## src/rtl/sync_fifo.sv

```systemverilog
// sync_fifo: single-clock show-ahead FIFO with DEPTH words of storage.
// It buffers a valid/ready stream from a producer on io_write to a consumer
// on io_read. It also reports occupancy, almost-full/almost-empty flags and
// supports a synchronous flush.
//
// Every output is decoded from registered state only. Nothing passes
// combinationally from one port to the other, so the block breaks timing.
//
// Ports:
//   clock            rising-edge clock
//   reset            synchronous, active-high reset (control state only)
//   io_write_valid   producer offers io_write_bits
//   io_write_ready   FIFO can accept a word (not full)
//   io_write_bits    write data, WIDTH bits
//   io_read_valid    io_read_bits holds the head word (not empty)
//   io_read_ready    consumer takes the head word
//   io_read_bits     head-of-queue data, WIDTH bits
//   io_flush         synchronous clear of pointers and count
//   io_count         occupancy, 0..DEPTH
//   io_almost_full   io_count >= AF_LEVEL
//   io_almost_empty  io_count <= AE_LEVEL
module sync_fifo #(
  parameter int WIDTH    = 32,
  parameter int DEPTH    = 8,
  parameter int AF_LEVEL = DEPTH - 2,
  parameter int AE_LEVEL = 2
) (
  input  logic                       clock,
  input  logic                       reset,
  input  logic                       io_write_valid,
  output logic                       io_write_ready,
  input  logic [WIDTH-1:0]           io_write_bits,
  output logic                       io_read_valid,
  input  logic                       io_read_ready,
  output logic [WIDTH-1:0]           io_read_bits,
  input  logic                       io_flush,
  output logic [$clog2(DEPTH+1)-1:0] io_count,
  output logic                       io_almost_full,
  output logic                       io_almost_empty
);

  localparam int PTR_W = $clog2(DEPTH);
  localparam int CNT_W = $clog2(DEPTH + 1);

  localparam logic [CNT_W-1:0] FULL_CNT = CNT_W'(DEPTH);
  localparam logic [CNT_W-1:0] AF_CNT   = CNT_W'(AF_LEVEL);
  localparam logic [CNT_W-1:0] AE_CNT   = CNT_W'(AE_LEVEL);

  logic [WIDTH-1:0] mem_q [DEPTH];

  logic [PTR_W-1:0] wr_ptr_q, wr_ptr_d;
  logic [PTR_W-1:0] rd_ptr_q, rd_ptr_d;
  logic [CNT_W-1:0] count_q,  count_d;

  logic wr_fire;
  logic rd_fire;

  // Handshake decode: both readies come from the count register only.
  assign io_write_ready  = (count_q != FULL_CNT);
  assign io_read_valid   = (count_q != '0);
  assign io_read_bits    = mem_q[rd_ptr_q];
  assign io_count        = count_q;
  assign io_almost_full  = (count_q >= AF_CNT);
  assign io_almost_empty = (count_q <= AE_CNT);

  assign wr_fire = io_write_valid & io_write_ready;
  assign rd_fire = io_read_valid & io_read_ready;

  // Next-state for pointers and occupancy. Flush overrides any fire in the
  // same cycle. The pointers wrap naturally because DEPTH is a power of two.
  always_comb begin
    wr_ptr_d = wr_ptr_q;
    rd_ptr_d = rd_ptr_q;
    count_d  = count_q;
    if (io_flush) begin
      wr_ptr_d = '0;
      rd_ptr_d = '0;
      count_d  = '0;
    end else begin
      if (wr_fire) wr_ptr_d = wr_ptr_q + PTR_W'(1);
      if (rd_fire) rd_ptr_d = rd_ptr_q + PTR_W'(1);
      case ({wr_fire, rd_fire})
        2'b10:   count_d = count_q + CNT_W'(1);
        2'b01:   count_d = count_q - CNT_W'(1);
        default: count_d = count_q;
      endcase
    end
  end

  // Control state register
  always_ff @(posedge clock) begin
    if (reset) begin
      wr_ptr_q <= '0;
      rd_ptr_q <= '0;
      count_q  <= '0;
    end else begin
      wr_ptr_q <= wr_ptr_d;
      rd_ptr_q <= rd_ptr_d;
      count_q  <= count_d;
    end
  end

  // Storage is never cleared. Stale words are unreachable once the count
  // is zero.
  always_ff @(posedge clock) begin
    if (wr_fire && !io_flush) begin
      mem_q[wr_ptr_q] <= io_write_bits;
    end
  end

endmodule

```

## config.mk

```make
export PLATFORM = sky130hd
export DESIGN_NAME = sync_fifo
export DESIGN_NICKNAME = d
export VERILOG_FILES = /design/src/rtl/sync_fifo.sv
export SDC_FILE = /design/constraint.sdc
export NUM_CORES = 1
export LEC_CHECK = 0
export BUFFER_PORTS_ARGS = -buffer_cell sky130_fd_sc_hd__buf_2
export CAP_MARGIN = 20
export CORE_MARGIN = 5
export CORE_UTILIZATION = 35
export CTS_BUF_LIST = sky130_fd_sc_hd__clkbuf_16
export CTS_CLUSTER_DIAMETER = 40
export CTS_CLUSTER_SIZE = 14
export DETAILED_ROUTE_END_ITERATION = 10
export PLACE_DENSITY_LB_ADDON = 0.08
export RECOVER_POWER = 25
export SYNTH_ARGS = -nofsm -noshare
export SYNTH_HDL_FRONTEND = slang
export SYNTH_SLANG_ARGS = --single-unit
```

## constraint.sdc

```tcl
create_clock -name clock -period 6.8 [get_ports clock]
set_input_delay 1.36 -clock clock [delete_from_list [all_inputs] [get_ports clock]]
set_output_delay 1.36 -clock clock [all_outputs]
set_load 0.005 [all_outputs]
```

Word-level counts from Yosys, hierarchy flattened
Memory sizes are Yosys's and may differ from the RTL's. A register that Yosys moved wholly into a read port is not among the register bits.
Cells that the tools add are included.
- reductions and logical operators: 5
- order comparisons: 2
- multiplexer cells: 5
- equality and inequality tests: 3
- bitwise operators: 2
- add/sub/neg operators: 4
- operators by type and width (cell ; number):
    one-hot mux 4 bit (2 select lines) ; 1
    adder 3 x 1 -> 3 bit, second input constant ; 2
    2-to-1 mux 3 bit ; 2
    adder 4 x 1 -> 4 bit, second input constant ; 1
    >= comparator 4 x 3 -> 1 bit, second input constant ; 1
    less-or-equal comparator 4 x 2 -> 1 bit, second input constant ; 1
    != test 4 bit, second input constant ; 1
    nonzero test 4 bit ; 1
    subtractor 4 x 1 -> 4 bit, second input constant ; 1
    bitwise AND 1 bit ; 2
    equality test 2 x 1 -> 1 bit, second input constant ; 1
    equality test 2 bit, second input constant ; 1
    2-to-1 mux 1 bit ; 2
    nonzero test 2 bit ; 1
    OR reduction 2 bit ; 1
    logical AND 1 bit ; 1
    logical NOT 1 bit ; 1
- input port bits: 37
- memory bits (writable): 256
- memories: 1
- flip-flop bits (word level): 10
- output and inout bits: 40
- memories (name ; words ; width ; rd ports ; clocked after Yosys merged registers in ; wr ports ; line ; RTL):
    mem_q ; 8 ; 32 ; 1 ; 1 ; 1 ; 49 ; logic [WIDTH-1:0] mem_q [DEPTH];

Longest topological paths before layout
- depth in word-level cells: 5
- mapped depth: 11
- depth with buffers taken out: 10

Worst setup path before layout
Ideal clock, no wire load.
- path type: input to register
- start: input io_flush
- end: memory mem_q[0][0], enable pin
- setup slack: 1.450 ns
- library setup time: 0.513 ns
- buffers on the path: 0
- stages on the path: 2
- data arrival time: 4.837 ns
- cells stage by stage: nor2_1 -> nor4b_1
- longest elaborated chain between the ends: 4
- ends and longest elaborated chain (item ; line ; RTL):
    start, declared ; 36 ; input logic io_flush,
    logical NOT 1 bit ; 106 ; if (wr_fire && !io_flush) begin
    logical AND 1 bit ; 106 ;
    2-to-1 mux 1 bit ; 106 ;
    2-to-1 mux 1 bit (implied by the code) ; 107 ; mem_q[wr_ptr_q] <= io_write_bits;
    end, declared ; 49 ;
Every way passes these cells.

==> results.json <==
{
  "drive_above_1_share": 0.353,
  "io_buffer_count": 76,
  "gr-usage-met1": 0.166,
  "gp_congestion": 0.657,
  "synthTopCellsByArea": "edfxtp_1 (73%), mux4_1 (8.5%), mux4_2 (6.5%)",
  "grt_overflow": 0,
  "power_density_mw_per_mm2": 311,
  "cts_root_buffer": "clkbuf_16",
  "yosysTopAreaCellShare": 0.734,
  "drt-total-wl_mm": 21.1,
  "ff2ff_setup_slack_ns": 4.26,
  "grt_use_met2": 0.213,
  "clockBufferDepth": 3,
  "drc_errors": 0,
  "synthCells": 451,
  "clock_skew_ns": 0.0235,
  "grt_pass1_vias": 5377,
  "synth_seq_cells": 269,
  "grt_util_met3": 0.0313,
  "hold_violations": 0,
  "drt_iter0_drc": 195,
  "crit_fanout": 36,
  "clock_sinks": 269,
  "synth_area_leader_cell": "edfxtp_1",
  "insertion_delay_ns": 0.52,
  "ctsHoldBuffers": 0,
  "dp_hpwl_mm": 11.3,
  "synth.most_common_cell": "edfxtp_1",
  "syn_avg_cell_area_um2": 23.2,
  "hp-class": "reg2reg",
  "p_leak_nw": 4.12,
  "viasPerCell": 4.94,
  "insertedDiodeCount": 0,
  "yosysWarnings": 0,
  "min_path_cells": 2,
  "power.total_mw": 3.93,
  "cap_violations": 0,
  "path_clk_slew_ns": 0.05,
  "floorplan.rows": 63,
  "nets": 604,
  "cts_tree": "built",
  "r2r_cells": 10,
  "grt_antenna_before_repair": 1,
  "rsz0062_at_grt": "false",
  "start_util": 0.354,
  "slew_violations": 0,
  "finalSetupTns_ns": 0,
  "cts-resized-gates": 0,
  "cp-start-kind": "register",
  "crit_arrival_ns": 3.00,
  "synth_fp_nets": 493,
  "maxSlewHeadroom": 0.344,
  "crit_chain": "buf_4, mux4_1, mux2_2, buf_2",
  "cp.required_ns": 5.44,
  "pin_count": 77,
  "fmax_mhz": 229,
  "cts_setup_buffers": 0,
  "setup.worst_path.class": "reg2out",
  "slowest_stage": "dfxtp_4",
  "synth_edf_count": 256,
  "die_w_um": 183,
  "drt_pass1_iterations": 4,
  "grt_usage": 0.128,
  "worst_setup_path_end_kind": "output port",
  "h-tree-depth": 2,
  "area_delta_synth_final_pct": 20.7,
  "die_h_um": 183,
  "syn_area_mm2": 0.0105,
  "die_area_mm2": 0.0335,
  "async_flop_share": 0,
  "grt_pass1_wl_mm": 32.2,
  "synthFlopType": "edfxtp_1",
  "wl_per_cell_um": 21.5,
  "busiest_layer": "met2",
  "cts_made_buffers": 39,
  "fin_crit_sh": 0.641,
  "final_cells": 980,
  "setup-violations-final": 0,
  "detail-route-antenna-nets": 0,
  "synthTopCellsByCount": "edfxtp_1 (256), mux4_1 (34), mux2_2 (30), mux4_2 (30), nor2_1 (14)",
  "status": "complete, no violations",
  "period_minus_slack_ns": 4.36,
  "synth_cell_type_count": 34,
  "design.core.area_mm2": 0.0296,
  "via_count": 4837,
  "max-vdd-ir-drop_mv": 0.190,
  "tightest_slew_ns": 0.985,
  "grt_max_degree": 65,
  "seq_area_frac_synth": 0.759,
  "dp_cells": 911,
  "max_stage_delay_ns": 0.79
}
stage by stage:
step,utilization,setup WS [ns],hold slack [ns],cell area (um^2)
2_1_floorplan,-,1.45,0.454,10500
6_report,0.427,2.44,0.488,12600
4_1_cts,0.428,2.33,0.486,12700
3_3_place_gp,0.384,2.86,0.457,11400
3_5_place_dp,0.384,2.90,0.469,11400
5_1_grt,0.427,2.23,0.507,12600
final timing paths:
path / start / end
max: register / io_read_bits[20]
min: rd_ptr_q[1]$_SDFFE_PP0P_ / register
max reg2reg: io_count[0]$_SDFFE_PP0P_ / io_count[2]$_SDFFE_PP0P_
min reg2reg: rd_ptr_q[1]$_SDFFE_PP0P_ / register
state kept, by name (all words and copies together) (netlist names), named ones only:
signal	count
rd_ptr_q	3
wr_ptr_q	3
io_count	4
mem_q	256
critical path, delay by kind of cell (launching register included):
family   cells  cell delay (ns)
mux          2             0.93
flops        1             0.79
buf+inv      2             0.73
area by class of cell:
class | instances | area (um^2)
inverter | 1 | 3.75
clock buffer | 39 | 976
multi-input combinational | 160 | 2410
fill | 2622 | 16900
sequential | 269 | 7960
timing repair buffer | 91 | 467
tap | 390 | 488
clock inverter | 30 | 329
where the power goes:
group / switching, mW / internal, mW
clock: 0.710 / 1.28
combinational: 0.0567 / 0.0488
sequential: 0.00883 / 1.83
total: 0.776 / 3.16
kinds of logic after synthesis:
logic type      synth area share
xor+xnor                 0.00586
buf+inv                   0.0151
compound gates           0.00550
simple gates              0.0215
flops                      0.759
mux                        0.187
fa+ha+maj                0.00598
per-layer routing:
| metal | routed length (um) | share of wire |
|---|---|---|
| met3 | 951 | 0.045 |
| met5 | 13 | 0.00062 |
| met2 | 10500 | 0.50 |
| met1 | 9230 | 0.44 |
| met4 | 401 | 0.019 |
cell usage in the layout, fill, tap and decap left out, types with 3 or more instances in the layout:
master,n
edfxtp_1,256
clkbuf_16,39
bufinv_16,6
nor3_2,3
buf_2,55
inv_1,3
ha_1,5
nand2_1,7
nand3_1,5
nor2_4,3
clkinvlp_4,4
mux2_2,30
clkbuf_1,21
mux4_2,30
xor2_1,7
clkinv_2,3
a21oi_1,3
dfxtp_1,10
nor2_1,11
mux4_1,34
clkinv_1,7
inv_6,7
buf_4,15
No activity file was read; power rests on OpenSTA's default activity.
